## config.mk

```make
export PLATFORM = sky130hd
export DESIGN_NAME = utim64_irq_sched
export DESIGN_NICKNAME = d
export VERILOG_FILES = /design/src/rtl/utim64_irq_sched.sv
export SDC_FILE = /design/constraint.sdc
export NUM_CORES = 1
export LEC_CHECK = 0
export ABC_AREA = 1
export CAP_MARGIN = 10
export CORE_MARGIN = 5
export CORE_UTILIZATION = 39
export DETAILED_ROUTE_END_ITERATION = 8
export PLACE_DENSITY = 0.72
export SYNTH_ARGS = -nofsm -noshare
export SYNTH_HDL_FRONTEND = slang
export SYNTH_SLANG_ARGS = --single-unit
```

## constraint.sdc

```tcl
create_clock -name iTIMER_CLOCK -period 1.2 [get_ports iTIMER_CLOCK]
set_input_delay 0.3 -clock iTIMER_CLOCK [delete_from_list [all_inputs] [get_ports iTIMER_CLOCK]]
set_output_delay 0.3 -clock iTIMER_CLOCK [all_outputs]
set_load 0.005 [all_outputs]
```

## src/rtl/utim64_irq_sched.sv

```systemverilog
// Interrupt scheduler for the four UTIM64 comparator IRQs: edge detect, pending/overrun
// latching, fixed or round-robin arbitration, and a valid/ack handshake to the core.
module utim64_irq_sched #(
  parameter logic P_RR_DEFAULT = 1'b0
) (
  input  logic       iTIMER_CLOCK,
  input  logic       inRESET,
  input  logic [3:0] iCMP_IRQ,
  input  logic       iCONF_WRITE,
  input  logic [3:0] iCONF_MASK,
  input  logic       iCONF_RR,
  input  logic       iCLEAR_VALID,
  input  logic [3:0] iCLEAR_MASK,
  output logic       oIRQ_VALID,
  output logic [1:0] oIRQ_NUM,
  input  logic       iIRQ_ACK,
  output logic [3:0] oPENDING,
  output logic [3:0] oOVERRUN
);

  typedef enum logic [1:0] {
    ST_IDLE,
    ST_REQ,
    ST_GAP
  } state_t;

  state_t     r_state;
  state_t     w_state_nxt;
  logic [3:0] r_prev;
  logic [3:0] r_pending;
  logic [3:0] r_overrun;
  logic [3:0] r_mask;
  logic       r_rr;
  logic [1:0] r_ptr;
  logic [1:0] r_num;

  logic [3:0] w_event;
  logic       w_ack;
  logic [3:0] w_ack_vec;
  logic [3:0] w_clr_vec;
  logic [3:0] w_cand;
  logic [3:0] w_pending_nxt;
  logic [3:0] w_overrun_nxt;
  logic [1:0] w_base;
  logic [1:0] w_idx;
  logic [1:0] w_winner;
  logic       w_found;

  assign w_event   = iCMP_IRQ & ~r_prev;
  assign w_ack     = (r_state == ST_REQ) && iIRQ_ACK;
  assign w_ack_vec = w_ack ? (4'b0001 << r_num) : '0;
  assign w_clr_vec = iCLEAR_VALID ? iCLEAR_MASK : '0;
  assign w_cand    = r_pending & r_mask;

  // An event always wins over ack/clear for pending; clear wins over overrun.
  always_comb begin
    w_pending_nxt = r_pending;
    w_overrun_nxt = r_overrun;
    for (int unsigned i = 0; i < 4; i++) begin
      if (w_event[i[1:0]]) begin
        w_pending_nxt[i[1:0]] = 1'b1;
        if (w_clr_vec[i[1:0]])
          w_overrun_nxt[i[1:0]] = 1'b0;
        else if (r_pending[i[1:0]] && !w_ack_vec[i[1:0]])
          w_overrun_nxt[i[1:0]] = 1'b1;
      end else begin
        if (w_ack_vec[i[1:0]] || w_clr_vec[i[1:0]])
          w_pending_nxt[i[1:0]] = 1'b0;
        if (w_clr_vec[i[1:0]])
          w_overrun_nxt[i[1:0]] = 1'b0;
      end
    end
  end

  // Fixed priority is the round-robin search with the start point pinned at channel 0.
  assign w_base = r_rr ? r_ptr : '0;

  always_comb begin
    w_found  = 1'b0;
    w_winner = '0;
    w_idx    = '0;
    for (int unsigned i = 0; i < 4; i++) begin
      w_idx = w_base + i[1:0];
      if (!w_found && w_cand[w_idx]) begin
        w_found  = 1'b1;
        w_winner = w_idx;
      end
    end
  end

  always_comb begin
    w_state_nxt = r_state;
    unique case (r_state)
      ST_IDLE: if (w_found) w_state_nxt = ST_REQ;
      ST_REQ:  if (iIRQ_ACK) w_state_nxt = ST_GAP;
      ST_GAP:  w_state_nxt = ST_IDLE;
      default: w_state_nxt = ST_IDLE;
    endcase
  end

  always_ff @(posedge iTIMER_CLOCK or negedge inRESET) begin
    if (!inRESET) begin
      r_state   <= ST_IDLE;
      r_prev    <= '0;
      r_pending <= '0;
      r_overrun <= '0;
      r_mask    <= '0;
      r_rr      <= P_RR_DEFAULT;
      r_ptr     <= '0;
      r_num     <= '0;
    end else begin
      r_state   <= w_state_nxt;
      r_prev    <= iCMP_IRQ;
      r_pending <= w_pending_nxt;
      r_overrun <= w_overrun_nxt;
      if (iCONF_WRITE) begin
        r_mask <= iCONF_MASK;
        r_rr   <= iCONF_RR;
      end
      if (r_state == ST_IDLE && w_found)
        r_num <= w_winner;
      if (w_ack)
        r_ptr <= r_num + 2'd1;
    end
  end

  assign oIRQ_VALID = (r_state == ST_REQ);
  assign oIRQ_NUM   = r_num;
  assign oPENDING   = r_pending;
  assign oOVERRUN   = r_overrun;

endmodule

```

==> impl_metrics.ini <==
[status]
status = finished with violations
violations = setup timing

[detailed_routing]
via_count = 1174
routedWlPerCell_um = 14.5
dr.pass1.iters = 4
postRouteAntennaNets = 0
via_per_inst = 5.04
drc = 0
drt-total-wl_um = 3370
drt_iter0_drc = 22

[yosys]
synth_simple_gate_area_share_pct = 32.2
synth_xor_area_share_pct = 0
synthAdderAreaFrac_pct = 4.18
synth.largest_area_cell = dfrtp_1
synth_most_common_cell = nand2_1
ys_warn_count = 0
synth.distinct_cells = 17
yosysSeqAreaShare_pct = 48.1
synth_top_area_share_pct = 48.1
ys_ff_latch = 23
yosys-top-cells-count = 46 x nand2_1, 23 x dfrtp_1, 13 x inv_1
synth_nets = 163
synth_edf_count = 0
synth_top_family_by_area = simple AND/OR/NAND/NOR gates
synth_cells = 141
synth-compound-area-share_pct = 5.75
syn_area_per_cell_um2 = 8.49
synth_flop_cell = dfrtp_1
async_reset_ff_share_pct = 100
synth.area.mux_share_pct = 4.70
netlist_area_um2 = 1200
synth_area_leaders = dfrtp_1 48%, nand2_1 14%, mux2_2 4.7%

[pwr]
p_leak_nw = 0.980
ir_worst_vdd_mv = 1.06
powerDensity_nw_per_um2 = 1890

[floorplanning]
design.core.area_um2 = 3000
die_y_um = 65.4
std_cell_rows = 20
pin_count = 29
dieArea_um2 = 4280
start_util_pct = 39.9
die_x_um = 65.4

[place]
dp_slack_ps = -263
place_congestion = 0.813
dp_hpwl_um = 2170
port_buffers = 28

[sta]
hold_viol_final = 0
tightest_slew_ps = 249
timing.final.crit_share_pct = 121
rsz0062_at_grt = yes
holdWs_ps = 299
min_period_ps = 1450
relSlewSlack_pct = 83.3
fmax_mhz = 689
drv_slew = 0
skew_ps = 7.19
fin_ws_ps = -252
setup_viol = 9

[layout]
diodes = 0
area_growth_pct = 64.5
drive_gt1_share_pct = 48.5
final_nets = 223
post-route-util_pct = 65.6

[global_route]
antenna_found_initial = 0
grt_pass1_vias = 1301
overflow = 0
grt_usage_pct = 16.2
grt_max_degree = 24
grt_pass1_wl_um = 5390

[critical_path]
critPathMaxFanout = 8
worstReg2RegStart = r_rr$_DFFE_PN0P_
critPathKind = reg2reg
cp-start-kind = register
critPathArrivalTime_ps = 1720
cp-end-kind = register
required_ps = 1470
startpoint = r_rr$_DFFE_PN0P_

[flow_run]
maxCapViolations = 0

[clock_network]
cts_tree = built
htreeDepth = 1
numCtsBuffers = 3
cts.clk_slew.worst_paths_ps = 140
clock-root-buffer = clkbuf_4
clock-sinks = 23
insertion_delay_ps = 320
clk_path_buf_depth = 2

[worst_hold_path]
min_path_type = in2async
==> final timing paths <==
check	to	slack (ps)	cells after the start
min in group iTIMER_CLOCK	r_prev[2]$_DFF_PN0_	430	1
max in group asynchronous	r_rr$_DFFE_PN0P_	750	2
worst max register to register	oIRQ_NUM[0]$_DFFE_PN0P_	-250	10
worst min-delay path	oPENDING[1]$_DFFE_PN0P_	300	2
worst min register to register	oOVERRUN[1]$_DFFE_PN0P_	470	1
worst max-delay path	oIRQ_NUM[0]$_DFFE_PN0P_	-250	10
==> cell families (layout without fill, tap and decap cells) <==
group / after synthesis / count (layout)
AOI/OAI and AO/OA: 11 / 11
adders and majority gates: 4 / 4
buffers and inverters: 15 / 74
DFF: 23 / 23
muxes: 5 / 5
and+or+nand+nor: 83 / 83
==> timing repair <==
action                                  CTS  global route
pin swaps                                 6            14
gates cloned                              0             0
endpoints found under the setup margin   16            18
hold buffers                              0             0
gates resized for setup                  66            44
buffers inserted                          9             6
==> final cells by class <==
cell class                      instances  area [um^2]
Fill cell                             232         1030
Multi-Input combinational cell        103          759
Sequential cell                        23          577
Timing Repair Buffer                   55          495
Inverter                               15         66.3
Tap cell                               33         41.3
Clock buffer                            3         22.5
Clock inverter                          1         7.51
==> power by group <==
| part | switching (mW) | total [mW] | internal (mW) |
|---|---|---|---|
| logic | 1.20 | 2.25 | 1.05 |
| registers | 0.136 | 1.08 | 0.948 |
| clock network | 0.254 | 0.381 | 0.128 |
==> layout by cell type, fill, tap and decap left out, types with 5 or more instances in the layout <==
| cell type | n |
|---|---|
| nand2_1 | 31 |
| dfrtp_1 | 22 |
| buf_4 | 18 |
| clkdlybuf4s50_1 | 17 |
| nand2_2 | 15 |
| buf_6 | 12 |
| nand2_4 | 11 |
| inv_1 | 9 |
| nor2_1 | 8 |
| buf_2 | 7 |
| nand3_1 | 6 |
| o21ai_0 | 5 |
| mux2_2 | 5 |
==> flip-flops by register name (all words and copies together), names as in the netlist <==
register  count
oOVERRUN      4
oPENDING      4
r_mask        4
r_prev        4
oIRQ_NUM      2
r_ptr         2
r_state       2
r_rr          1
==> worst max-delay path: stages (launching register included) <==
cell	delay [ps]
dfrtp_2	480
nand2_4	150
inv_8	60
nand2_4	60
nand2_4	60
o21ai_4	180
buf_4	150
nand2_1	60
nand2_1	70
nand4_1	80
nand2_1	70
==> per-stage QoR <==
step	total power [mW]	setup TNS [ps]	cell area, um^2	cells
floorplan	1.97	-401	1200	141
global placement	2.64	-3310	1640	217
detailed placement	2.69	-3650	1640	217
CTS	3.23	-1060	1770	230
global route	4.01	-1900	1970	233
finish	3.72	-1100	1970	233
==> layer usage <==
layer	vias to the layer above	track usage [%]	routed length (um)
met4	0	9.07	141
met5	-	0	0
met1	560	16.5	1260
met2	29	30.5	1870
li1	572	-	-
met3	13	3.08	104
(Power assumes the default switching activity.)
